[src/rtl/clip_player.sv]
`default_nettype none
// ============================================================================
// Module   : clip_player
// Purpose  : Plays one of four ROM-resident sound clips at the audio sample
//            rate into the Audio_Controller. Supports one-shot, loop, stop and
//            restart. Optional volume shift when CLIP_PLAYER_VOLUME_EN is set.
// Revision : 1.0 - initial release
// ============================================================================
module clip_player #(
  parameter int ADDR_W      = 18,
  parameter int DATA_W      = 6,
  parameter int SAMPLE_DIV  = 1200,
  parameter int CLIP0_START = 0,
  parameter int CLIP0_END   = 16395,
  parameter int CLIP1_START = 16396,
  parameter int CLIP1_END   = 66982,
  parameter int CLIP2_START = 66983,
  parameter int CLIP2_END   = 83254,
  parameter int CLIP3_START = 83255,
  parameter int CLIP3_END   = 137138
) (
  input  logic              CLOCK_50,
  input  logic              reset,
  input  logic              play_req,
  input  logic [1:0]        clip_sel,
  input  logic              loop,
  input  logic              stop,
`ifdef CLIP_PLAYER_VOLUME_EN
  input  logic [1:0]        volume,
`endif
  output logic [ADDR_W-1:0] rom_addr,
  input  logic [DATA_W-1:0] rom_q,
  input  logic              audio_out_allowed,
  output logic              write_audio_out,
  output logic [31:0]       sample_out,
  output logic              busy,
  output logic              done,
  output logic [7:0]        drop_cnt
);

  localparam logic [1:0] c_S_IDLE  = 2'd0;
  localparam logic [1:0] c_S_PRIME = 2'd1;
  localparam logic [1:0] c_S_LATCH = 2'd2;
  localparam logic [1:0] c_S_PACE  = 2'd3;

  localparam int                  c_DIV_W    = $clog2(SAMPLE_DIV);
  localparam logic [c_DIV_W-1:0]  c_DIV_LAST = c_DIV_W'(SAMPLE_DIV - 1);

  logic [1:0]         r_state;
  logic [ADDR_W-1:0]  r_start;
  logic [ADDR_W-1:0]  r_end;
  logic               r_pending;
  logic [c_DIV_W-1:0] r_div_cnt;

  logic [ADDR_W-1:0]  w_sel_start;
  logic [ADDR_W-1:0]  w_sel_end;
  logic [31:0]        w_padded;
  logic [31:0]        w_sample;
  logic               w_tick;

  always_comb begin
    w_sel_start = ADDR_W'(CLIP0_START);
    w_sel_end   = ADDR_W'(CLIP0_END);
    case (clip_sel)
      2'd1: begin
        w_sel_start = ADDR_W'(CLIP1_START);
        w_sel_end   = ADDR_W'(CLIP1_END);
      end
      2'd2: begin
        w_sel_start = ADDR_W'(CLIP2_START);
        w_sel_end   = ADDR_W'(CLIP2_END);
      end
      2'd3: begin
        w_sel_start = ADDR_W'(CLIP3_START);
        w_sel_end   = ADDR_W'(CLIP3_END);
      end
      default: ;
    endcase
  end

  assign w_padded = {rom_q, {(32-DATA_W){1'b0}}};
`ifdef CLIP_PLAYER_VOLUME_EN
  // Arithmetic shift keeps the sign of the audio word while attenuating.
  assign w_sample = 32'($signed(w_padded) >>> volume);
`else
  assign w_sample = w_padded;
`endif

  assign w_tick          = (r_div_cnt == c_DIV_LAST);
  assign write_audio_out = (r_state == c_S_PACE) & r_pending & audio_out_allowed;
  assign busy            = (r_state != c_S_IDLE);

  always_ff @(posedge CLOCK_50) begin
    if (reset) begin
      r_state    <= c_S_IDLE;
      r_start    <= '0;
      r_end      <= '0;
      r_pending  <= 1'b0;
      r_div_cnt  <= '0;
      rom_addr   <= '0;
      sample_out <= '0;
      done       <= 1'b0;
      drop_cnt   <= '0;
    end else begin
      done <= 1'b0;
      if (stop) begin
        r_state    <= c_S_IDLE;
        r_pending  <= 1'b0;
        sample_out <= '0;
      end else if (play_req) begin
        // Restart from any state; an unsent sample is silently discarded.
        r_start   <= w_sel_start;
        r_end     <= w_sel_end;
        rom_addr  <= w_sel_start;
        r_pending <= 1'b0;
        r_state   <= c_S_PRIME;
      end else begin
        case (r_state)
          c_S_PRIME: r_state <= c_S_LATCH;
          c_S_LATCH: begin
            sample_out <= w_sample;
            r_pending  <= 1'b1;
            r_div_cnt  <= '0;
            r_state    <= c_S_PACE;
          end
          c_S_PACE: begin
            r_div_cnt <= r_div_cnt + 1'b1;
            if (write_audio_out) begin
              r_pending <= 1'b0;
            end
            if (w_tick) begin
              // A sample still unsent at the end of its slot is lost.
              if (r_pending && !write_audio_out) begin
                r_pending <= 1'b0;
                if (drop_cnt != 8'hFF) begin
                  drop_cnt <= drop_cnt + 8'd1;
                end
              end
              if (rom_addr != r_end) begin
                rom_addr <= rom_addr + 1'b1;
                r_state  <= c_S_PRIME;
              end else if (loop) begin
                rom_addr <= r_start;
                r_state  <= c_S_PRIME;
              end else begin
                done    <= 1'b1;
                r_state <= c_S_IDLE;
              end
            end
          end
          default: ;
        endcase
      end
    end
  end

endmodule
`default_nettype wire

[config.mk]
export PLATFORM = sky130hd
export DESIGN_NAME = clip_player
export DESIGN_NICKNAME = d
export VERILOG_FILES = /design/src/rtl/clip_player.sv
export SDC_FILE = /design/constraint.sdc
export NUM_CORES = 1
export LEC_CHECK = 0
export BUFFER_PORTS_ARGS = -buffer_cell sky130_fd_sc_hd__buf_2
export CELL_PAD_IN_SITES_DETAIL_PLACEMENT = 0
export CELL_PAD_IN_SITES_GLOBAL_PLACEMENT = 1
export CORE_MARGIN = 2
export CORE_UTILIZATION = 36
export DETAILED_ROUTE_END_ITERATION = 10
export PLACE_DENSITY = 0.85
export SLEW_MARGIN = 20
export SYNTH_ARGS = -nofsm -noshare
export SYNTH_HDL_FRONTEND = slang
export SYNTH_SLANG_ARGS = --single-unit
[constraint.sdc]
create_clock -name CLOCK_50 -period 2.1 [get_ports CLOCK_50]
set_input_delay 0.42 -clock CLOCK_50 [delete_from_list [all_inputs] [get_ports CLOCK_50]]
set_output_delay 0.42 -clock CLOCK_50 [all_outputs]
set_load 0.02 [all_outputs]
==> impl_metrics.csv, run 1 <==
group,metric,value,unit
outcome,status,"finished, violations left",
outcome,failed_checks,"setup timing",
pwr,p_sw_frac,0.287,
critical_path,startpoint,"rom_addr[13]",
global_route,overflow,0,
floorplanning,fp.dieH,99.2,µm
sta,slew_viol_final,0,
detailed_routing,wl,8.82,mm
detailed_routing,ant_nets,0,
logic_synthesis,synth_top_area_frac,0.349,
placed_design,place_area,3800,µm²
detailed_routing,drcViolationCount,0,
global_route,gr-usage-all-layers,0.177,
sta,rsz0062_at_grt,"yes",
sta,fin_ws,-0.0517,ns
sta,max_slew.worst_pin.slew,0.549,ns
clock_network,htreeDepth,3,
critical_path,cp_slowest_cell,"or4_4",
clock_network,cts_buffer_depth,2,
min_path,min_path_type,"in2reg",
critical_path,r2r-start,"rom_addr[13]",
detailed_routing,via_count,3095,
global_route,grt_max_degree,35,
min_path,min_from,"rom_q[2]",
pwr,power,2.52,mW
logic_synthesis,synth_top_cell_by_area,"dfxtp_1",
pwr,power_frac_seq,0.448,
global_route,grt_pass1_wl,13.9,mm
min_path,hold_depth,3,
logic_synthesis,ys_top_cells_by_count,"dfxtp_1, nor2_1, nand2_1, a21oi_1, buf_4",
finish,n_fill_cell,863,
logic_synthesis,synth_cell_type_count,57,
pwr,ir_drop,0.296,mV
sta,finClkSkew,0.00586,ns
clock_network,cts.sinks,57,
detailed_routing,drtIter0Drc,200,
pwr,pwr-share-comb,0.186,
critical_path,cp_max_fo,4,
logic_synthesis,synth_edf_count,0,
finish,nNetsFinal,520,
placed_design,detailed_place_hpwl,6.42,mm
clock_network,clk_pin_slew,0.06,ns
logic_synthesis,async_reset_ff_frac,0,
sta,finalCritPeriodShare,1.02,
logic_synthesis,ys.flop_type,"dfxtp_1",
logic_synthesis,synthTopCellsByArea,"dfxtp_1, buf_4, xor2_1",
logic_synthesis,ys_seq_elements,57,
min_path,worstHoldEndpoint,"sample_out[28]",
clock_network,cts_root_buf,"clkbuf_8",
logic_synthesis,ys_warn_count,0,
placed_design,portBuffers,48,
floorplanning,initial_utilization,0.373,
sta,clock.fmax,0.465,GHz
clock_network,postCtsHoldBufs,0,
sta,finalHoldViolations,0,
pwr,cellPowerDensity,600,nW/µm²
placed_design,gp_congestion,0.882,
logic_synthesis,synth_area,3270,µm²
floorplanning,die_w,99.2,µm
logic_synthesis,syn-mean-instance-area,8.25,µm²
critical_path,critPathRequiredTime,2.36,ns
critical_path,start_kind,"flip-flop",
floorplanning,num_rows,34,
critical_path,reg2reg_slack,-0.05,ns
run,maxCapViolCount,0,
sta,relSlewSlack,0.633,
detailed_routing,via_per_inst,5.12,
critical_path,critPathMaxStageDelay,0.53,ns
detailed_routing,wl_per_cell,14.6,µm
logic_synthesis,yosysSeqAreaShare,0.349,
global_route,grt_antenna_before_repair,0,
sta,setup_viol,3,
clock_network,cts_buffers,9,
logic_synthesis,syn-instance-count,396,
global_route,grt_pass1_vias,2857,
finish,drive_gt1_frac,0.324,
critical_path,cp_cell_sequence,"or4_4, a211oi_4, and4_4, buf_6, a221oi_2, buf_4, o211a_1, a211oi_2",
floorplanning,ioPinCount,75,
pwr,p_leak,1.85,nW
critical_path,r2r_cells,8,
detailed_routing,dr.pass1.iters,4,
logic_synthesis,synth_most_common_cell,"dfxtp_1",
critical_path,worst_ep_arrival_time,2.41,ns
critical_path,critical_path_class,"reg2reg",
sta,period_needed,2.15,ns
pwr,p_int,1.79,mW
critical_path,r2r_end,"rom_addr[3]",
pwr,clkPwrFrac,0.367,
floorplanning,coreArea,8760,µm²
finish,syn_to_final_growth,28.5,%
clock_network,insertion_delay,0.34,ns
pwr,switching_power,0.722,mW
floorplanning,die_area,9850,µm²
finish,design_area,4200,µm²
finish,antennaDiodeCount,0,
clock_network,cts_tree,"yes",
critical_path,cp-end-kind,"flip-flop",
cell usage in the layout (no fill, tap or decap), drive strengths merged, types with 9 or more instances in the layout:
master and count:
ha 11, nor2 51, dfxtp 57, nand4 12, a21oi 27, o21ai 16, xor2 22, xnor2 10
inv 9, buf 107, clkbuf 13, nor3 13, nand3 11, nand2 38, conb 26
metal layers:
layer / share of wire / track usage / wire [µm] / vias up
met5: 0 / 0 / 0 / -
met4: 0.019 / 0.0664 / 166 / 0
met3: 0.084 / 0.0429 / 741 / 16
met2: 0.47 / 0.285 / 4180 / 113
met1: 0.42 / 0.229 / 3740 / 1430
li1: - / - / - / 1536
state kept, by name, indices dropped and copies added, names as in the netlist:
signal,count
r_pending,1
rom_addr,18
done,1
drop_cnt,8
r_start,2
sample_out,6
r_state,2
r_div_cnt,11
r_end,8
final cells by class:
cell class,count,area [µm²],share of cell area
sequential,57,1150,0.273
clock buffer,13,169,0.0403
timing repair buffer,107,698,0.166
tap,108,135,0.0322
inverter,11,41.3,0.00984
multi-input combinational,309,2010,0.478
logic make-up (layout without fill, tap and decap cells):
group / after synthesis / in the layout / share of synthesized area
AOI/OAI and AO/OA: 74 / 74 / 0.146
other: 1 / 26 / 0.00115
and+or+nand+nor: 157 / 158 / 0.235
xor gates and xnor gates: 32 / 32 / 0.0858
adders and majority gates: 11 / 11 / 0.0421
DFF: 57 / 57 / 0.349
buffers and inverters: 56 / 131 / 0.115
muxes: 8 / 8 / 0.0249
timing repair:
action	4_1_cts	5_1_grt
endpoints found under the hold margin	0	0
pin swaps	6	13
setup endpoints to repair	19	18
gates resized for setup	10	31
buffers inserted	0	6
cloned	0	1
metrics by stage:
| stage | setup WS (ns) | TNS, ns | hold WS, ns | cells | utilization |
|---|---|---|---|---|---|
| after floorplan | 0.0175 | 0 | 0.436 | 421 | - |
| after global placement | -0.0466 | -0.169 | 0.458 | 585 | 0.434 |
| after detailed placement | -0.122 | -0.944 | 0.469 | 585 | 0.434 |
| after CTS | -0.0378 | -0.0579 | 0.314 | 598 | 0.459 |
| after global routing | -0.123 | -0.994 | 0.330 | 605 | 0.479 |
| final | -0.0517 | -0.0712 | 0.320 | 605 | 0.479 |
power groups by stage:
stage,Combinational [mW],Clock [mW],Sequential [mW]
2_1_floorplan,0.259,0,1.17
3_3_place_gp,0.373,0,1.15
3_5_place_dp,0.376,0,1.15
4_1_cts,0.400,0.937,1.13
5_1_grt,0.500,0.986,1.13
6_report,0.467,0.922,1.13
worst max-delay path, delay by kind of cell (launching register included):
family / cells / cell delay [ns]
simple gates: 2 / 0.83
compound gates: 4 / 0.62
flops: 1 / 0.32
buf+inv: 2 / 0.28
worst max-delay path by stage:
stage                     slack (ns)  cells past startpoint      endpoint
after CTS                      -0.04                      7  rom_addr[17]
after global routing           -0.12                      8  rom_addr[14]
final                          -0.05                      8   rom_addr[3]
after detailed placement       -0.12                      8   rom_addr[3]
after floorplan                 0.02                     10  rom_addr[14]
after global placement         -0.05                      8   rom_addr[3]
No activity file was read; power rests on OpenSTA's default activity.
==> inputs of run 2 (changes only) <==
- CORE_UTILIZATION: 36 -> 40
- PLACE_DENSITY: 0.85 -> 0.89
- clock period: 2.1 -> 2.35 ns (I/O delays scaled with it)
==> impl_metrics.csv, run 2 (synthesized netlist as in run 1, its figures left out) <==
group,metric,value,unit
detailed_routing,highest_layer,"met4",
finish,final_cells,580,
detailed_routing,drcViolationCount,0,
critical_path,critPathMaxStageDelay,0.62,ns
sta,fin_tns_setup,0,ns
pwr,cellPowerDensity,558,nW/µm²
floorplanning,fp.dieH,94.4,µm
outcome,status,"finished clean",
pwr,ir_drop,0.362,mV
run,maxCapViolCount,0,
critical_path,cp_cell_sequence,"xor2_1, nor4_1, and4_4, buf_4, nor2_1, o311ai_0, o211a_1",
clock_network,htreeDepth,3,
floorplanning,die_area,8900,µm²
critical_path,critPathRequiredTime,2.63,ns
global_route,grt_pass1_wl,13.6,mm
finish,top_regs,"rom_addr x18, r_div_cnt x11",
sta,holdWs,0.378,ns
floorplanning,coreArea,7810,µm²
sta,finalCritPeriodShare,0.979,
sta,finalHoldViolations,0,
clock_network,cts_buffers,9,
clock_network,cts_root_buf,"clkbuf_8",
clock_network,insertion_delay,0.34,ns
critical_path,start_kind,"flip-flop",
critical_path,cp-end-kind,"flip-flop",
pwr,power,2.16,mW
global_route,gr-usage-all-layers,0.197,
detailed_routing,via_per_inst,5.28,
placed_design,detailed_place_hpwl,6.21,mm
global_route,grt_antenna_before_repair,0,
floorplanning,ioPinCount,75,
finish,syn_to_final_growth,18.7,%
critical_path,critical_path_class,"reg2reg",
floorplanning,initial_utilization,0.418,
clock_network,cts_buffer_depth,2,
critical_path,critPathTopFamily,"simple AND/OR/NAND/NOR gates",
critical_path,worst_ep_arrival_time,2.58,ns
placed_design,dpl.cell_count,562,
placed_design,portBuffers,48,
detailed_routing,wl_met2,4.03,mm
placed_design,gp_congestion,0.917,
global_route,grt_pass1_vias,2786,
sta,setup_viol,0,
sta,slew_viol_final,0,
finish,antennaDiodeCount,0,
detailed_routing,dr.pass1.iters,5,
detailed_routing,drt-met1-wl,3.80,mm
sta,period_needed,2.30,ns
detailed_routing,wl,8.59,mm
finish,largest_reg_flops,18,
sta,clock.fmax,0.435,GHz
pwr,p_leak,1.73,nW
clock_network,cts.sinks,57,
floorplanning,die_w,94.4,µm
detailed_routing,via_count,3061,
detailed_routing,wl_met3,618,µm
finish,drive_gt1_frac,0.236,
clock_network,clk_pin_slew,0.06,ns
global_route,overflow,0,
critical_path,worst-path-buf-inv,1,
sta,max_slew.worst_pin.slew,0.692,ns
min_path,min_path_type,"in2reg",
finish,design_area,3880,µm²
sta,fin_ws,0.0492,ns
detailed_routing,wl_per_cell,14.8,µm
global_route,grt_max_degree,35,
clock_network,cts_tree,"yes",
finish,fin_util,0.496,
detailed_routing,drtIter0Drc,238,
finish,largest-register,"rom_addr",
detailed_routing,ant_nets,0,
floorplanning,num_rows,32,
finish,final_common_cell,"dfxtp_1",
finish,mostFrequentLayoutCells,"dfxtp_1, nor2_1, buf_2",
critical_path,cp_slowest_cell,"nor4_1",
finish,nNetsFinal,498,
clock_network,postCtsHoldBufs,0,
placed_design,place_area,3660,µm²
sta,finClkSkew,0.0133,ns
placed_design,pre_cts_slack,0.0225,ns
critical_path,cp_max_fo,5,
sta,relSlewSlack,0.534,
==> run 2: cell types whose count changed in the layout (fill, tap and decap cells not counted), moves of 3 or more <==
cell	previous run	this run
a21oi_1	21	27
a21oi_2	6	0
buf_4	55	38
buf_6	4	0
clkinv_2	0	3
dfxtp_1	53	57
dfxtp_2	4	0
nor4_1	4	7
o21ai_0	9	13
o21ai_2	3	0
==> run 2: repair_timing <==
action                     CTS  global route
setup endpoints to repair    0            14
gates resized for setup      0             5
buffers inserted             0             2
==> run 2: final timing paths <==
check / startpoint / end / slack, ns / depth (start not counted)
setup / recovery: r_end[16] / rom_addr[7] / 0.05 / 7
hold / removal: rom_q[4] / sample_out[30] / 0.38 / 3
setup reg to reg: r_end[16] / rom_addr[7] / 0.05 / 7
hold reg to reg: r_start[7] / r_start[7] / 0.46 / 2
==> run 2: cell type report <==
| type | count | area [µm²] |
|---|---|---|
| Inverter | 11 | 41.3 |
| Multi-Input combinational cell | 308 | 1870 |
| Sequential cell | 57 | 1140 |
| Clock buffer | 13 | 159 |
| Tap cell | 102 | 128 |
| Clock inverter | 3 | 15.0 |
| Timing Repair Buffer | 86 | 526 |
| Fill cell | 769 | 3930 |
==> run 2: where the power goes <==
part | switching [mW] | internal, mW
clock network | 0.386 | 0.435
registers | 0.0188 | 0.988
logic | 0.221 | 0.114
total | 0.626 | 1.54
==> run 2: worst register-to-register path, delay by kind of cell, from the launching register on <==
| family | cells | cell delay, ns |
|---|---|---|
| compound gates | 2 | 0.49 |
| xor+xnor | 1 | 0.18 |
| buf+inv | 1 | 0.15 |
| flops | 1 | 0.35 |
| simple gates | 3 | 1.08 |
==> run 2: routing by layer <==
layer / GRT usage / vias to the layer above
met5: 0 / -
met4: 0.0761 / 0
met3: 0.0487 / 15
met2: 0.303 / 123
met1: 0.267 / 1431
li1: - / 1492
==> inputs of run 3 (changes only) <==
- CORE_ASPECT_RATIO: unset -> 2
- PLACE_DENSITY: 0.89 -> 0.79
==> impl_metrics.csv, run 3 (synthesized netlist as in run 1, its figures left out) <==
group,metric,value,unit
outcome,status,"finished clean",
finish,largest-register,"rom_addr",
detailed_routing,dr.pass1.iters,5,
pwr,clkPwrFrac,0.493,
finish,nNetsFinal,500,
global_route,grt_pass1_wl,14.6,mm
floorplanning,die_area,8950,µm²
clock_network,cts_root_buf,"clkbuf_16",
critical_path,start_kind,"flip-flop",
pwr,power_frac_seq,0.381,
finish,syn_to_final_growth,22.5,%
sta,relSlewSlack,0.558,
floorplanning,die_w,67.9,µm
pwr,switching_power,0.674,mW
detailed_routing,via_per_inst,5.40,
finish,final_cells,575,
sta,clock.fmax,0.440,GHz
clock_network,cts_setup_buffers,0,
sta,rsz0062_at_grt,"no",
finish,mostFrequentLayoutCells,"dfxtp_1, nor2_1, buf_2",
finish,n_fill_cell,794,
critical_path,worst_ep_arrival_time,2.49,ns
finish,largest_reg_flops,18,
floorplanning,initial_utilization,0.411,
clock_network,insertion_delay,0.33,ns
floorplanning,fp.dieH,132,µm
sta,period_needed,2.27,ns
finish,design_area,4000,µm²
sta,finClkSkew,0.00888,ns
pwr,pwr-share-comb,0.127,
clock_network,cts.sinks,57,
finish,top_regs,"rom_addr x18, r_div_cnt x11",
clock_network,post_cts_resized,0,
clock_network,cts_tree,"yes",
detailed_routing,drcViolationCount,0,
global_route,grt_pass1_vias,3008,
pwr,p_sw_frac,0.255,
critical_path,cp_max_fo,6,
detailed_routing,drtIter0Drc,255,
detailed_routing,wl_per_cell,16.3,µm
global_route,grt_antenna_before_repair,0,
global_route,grt_max_degree,35,
global_route,gr-usage-all-layers,0.219,
sta,slew_viol_final,0,
sta,setup_viol,0,
finish,drive_gt1_frac,0.244,
floorplanning,ioPinCount,75,
pwr,p_int,1.97,mW
detailed_routing,wl,9.37,mm
clock_network,cts_buffers,9,
placed_design,dpl.cell_count,560,
floorplanning,coreArea,7940,µm²
placed_design,place_area,3680,µm²
sta,finalHoldViolations,0,
sta,fin_tns_setup,0,ns
clock_network,clk_pin_slew,0.05,ns
clock_network,postCtsHoldBufs,0,
pwr,cellPowerDensity,662,nW/µm²
finish,final_common_cell,"dfxtp_1",
placed_design,detailed_place_hpwl,7.28,mm
finish,antennaDiodeCount,0,
placed_design,gp_congestion,0.973,
sta,holdWs,0.384,ns
global_route,overflow,0,
critical_path,reg2reg_slack,0.08,ns
detailed_routing,ant_nets,0,
pwr,p_leak,1.80,nW
clock_network,htreeDepth,3,
critical_path,critical_path_class,"reg2reg",
detailed_routing,via_count,3105,
floorplanning,num_rows,46,
clock_network,cts_buffer_depth,2,
pwr,ir_drop,0.429,mV
finish,fin_util,0.504,
placed_design,portBuffers,48,
sta,max_slew.worst_pin.slew,0.662,ns
run,maxCapViolCount,0,
critical_path,critPathRequiredTime,2.56,ns
min_path,min_path_type,"in2reg",
critical_path,cp-end-kind,"flip-flop",
sta,finalCritPeriodShare,0.968,
==> run 3: cell count changes in the layout (fill, tap and decap cells not counted), sizes merged <==
| cell | previous run | this run |
|---|---|---|
| bufinv | 0 | 1 |
| buf | 86 | 88 |
| clkinv | 5 | 4 |
| clkbuf | 13 | 12 |
==> run 3: per-stage QoR <==
| step | setup WS [ns] | total power, mW |
|---|---|---|
| after global routing | 0.0277 | 2.74 |
| after CTS | 0.0321 | 2.66 |
| after detailed placement | 0.0642 | 1.35 |
| after global placement | 0.0492 | 1.35 |
| final | 0.0756 | 2.65 |
| after floorplan | 0.223 | 1.27 |
==> run 3: final timing paths <==
kind                   start             end  cells after the start
hold reg to reg   r_start[3]      r_start[3]                      2
setup / recovery   r_end[12]     rom_addr[2]                      7
hold / removal      rom_q[5]  sample_out[31]                      3
setup reg to reg   r_end[12]     rom_addr[2]                      7
==> run 3: layout make-up <==
class | count | area (µm²) | share of cell area
Inverter | 11 | 41.3 | 0.0103
Timing Repair Buffer | 88 | 541 | 0.135
Clock buffer | 12 | 256 | 0.0641
Tap cell | 96 | 120 | 0.0300
Multi-Input combinational cell | 308 | 1860 | 0.465
Clock inverter | 3 | 40.0 | 0.0100
Sequential cell | 57 | 1140 | 0.285
==> run 3: critical path, cell delays in order (launching register included) <==
cell and delay (ns):
dfxtp_1 0.37, or3_2 0.48, a211oi_2 0.30, and4_4 0.32, nor3_1 0.07, a311oi_1 0.40, buf_4 0.18, a21oi_1 0.05
==> run 3: power by group through the flow <==
| stage | Sequential [mW] | Combinational (mW) | Clock, mW |
|---|---|---|---|
| finish | 1.01 | 0.335 | 1.30 |
| global route | 1.01 | 0.363 | 1.36 |
| CTS | 1.01 | 0.327 | 1.32 |
| detailed placement | 1.03 | 0.324 | 0 |
| global placement | 1.03 | 0.324 | 0 |
| floorplan | 1.04 | 0.231 | 0 |
==> run 3: layer usage <==
layer / track usage / wire length, µm / share of wire / vias up
met1: 0.209 / 3180 / 0.34 / 1450
li1: - / - / - / 1502
met3: 0.0478 / 467 / 0.050 / 37
met5: 0 / 0 / 0 / -
met2: 0.397 / 5200 / 0.56 / 116
met4: 0.141 / 522 / 0.056 / 0
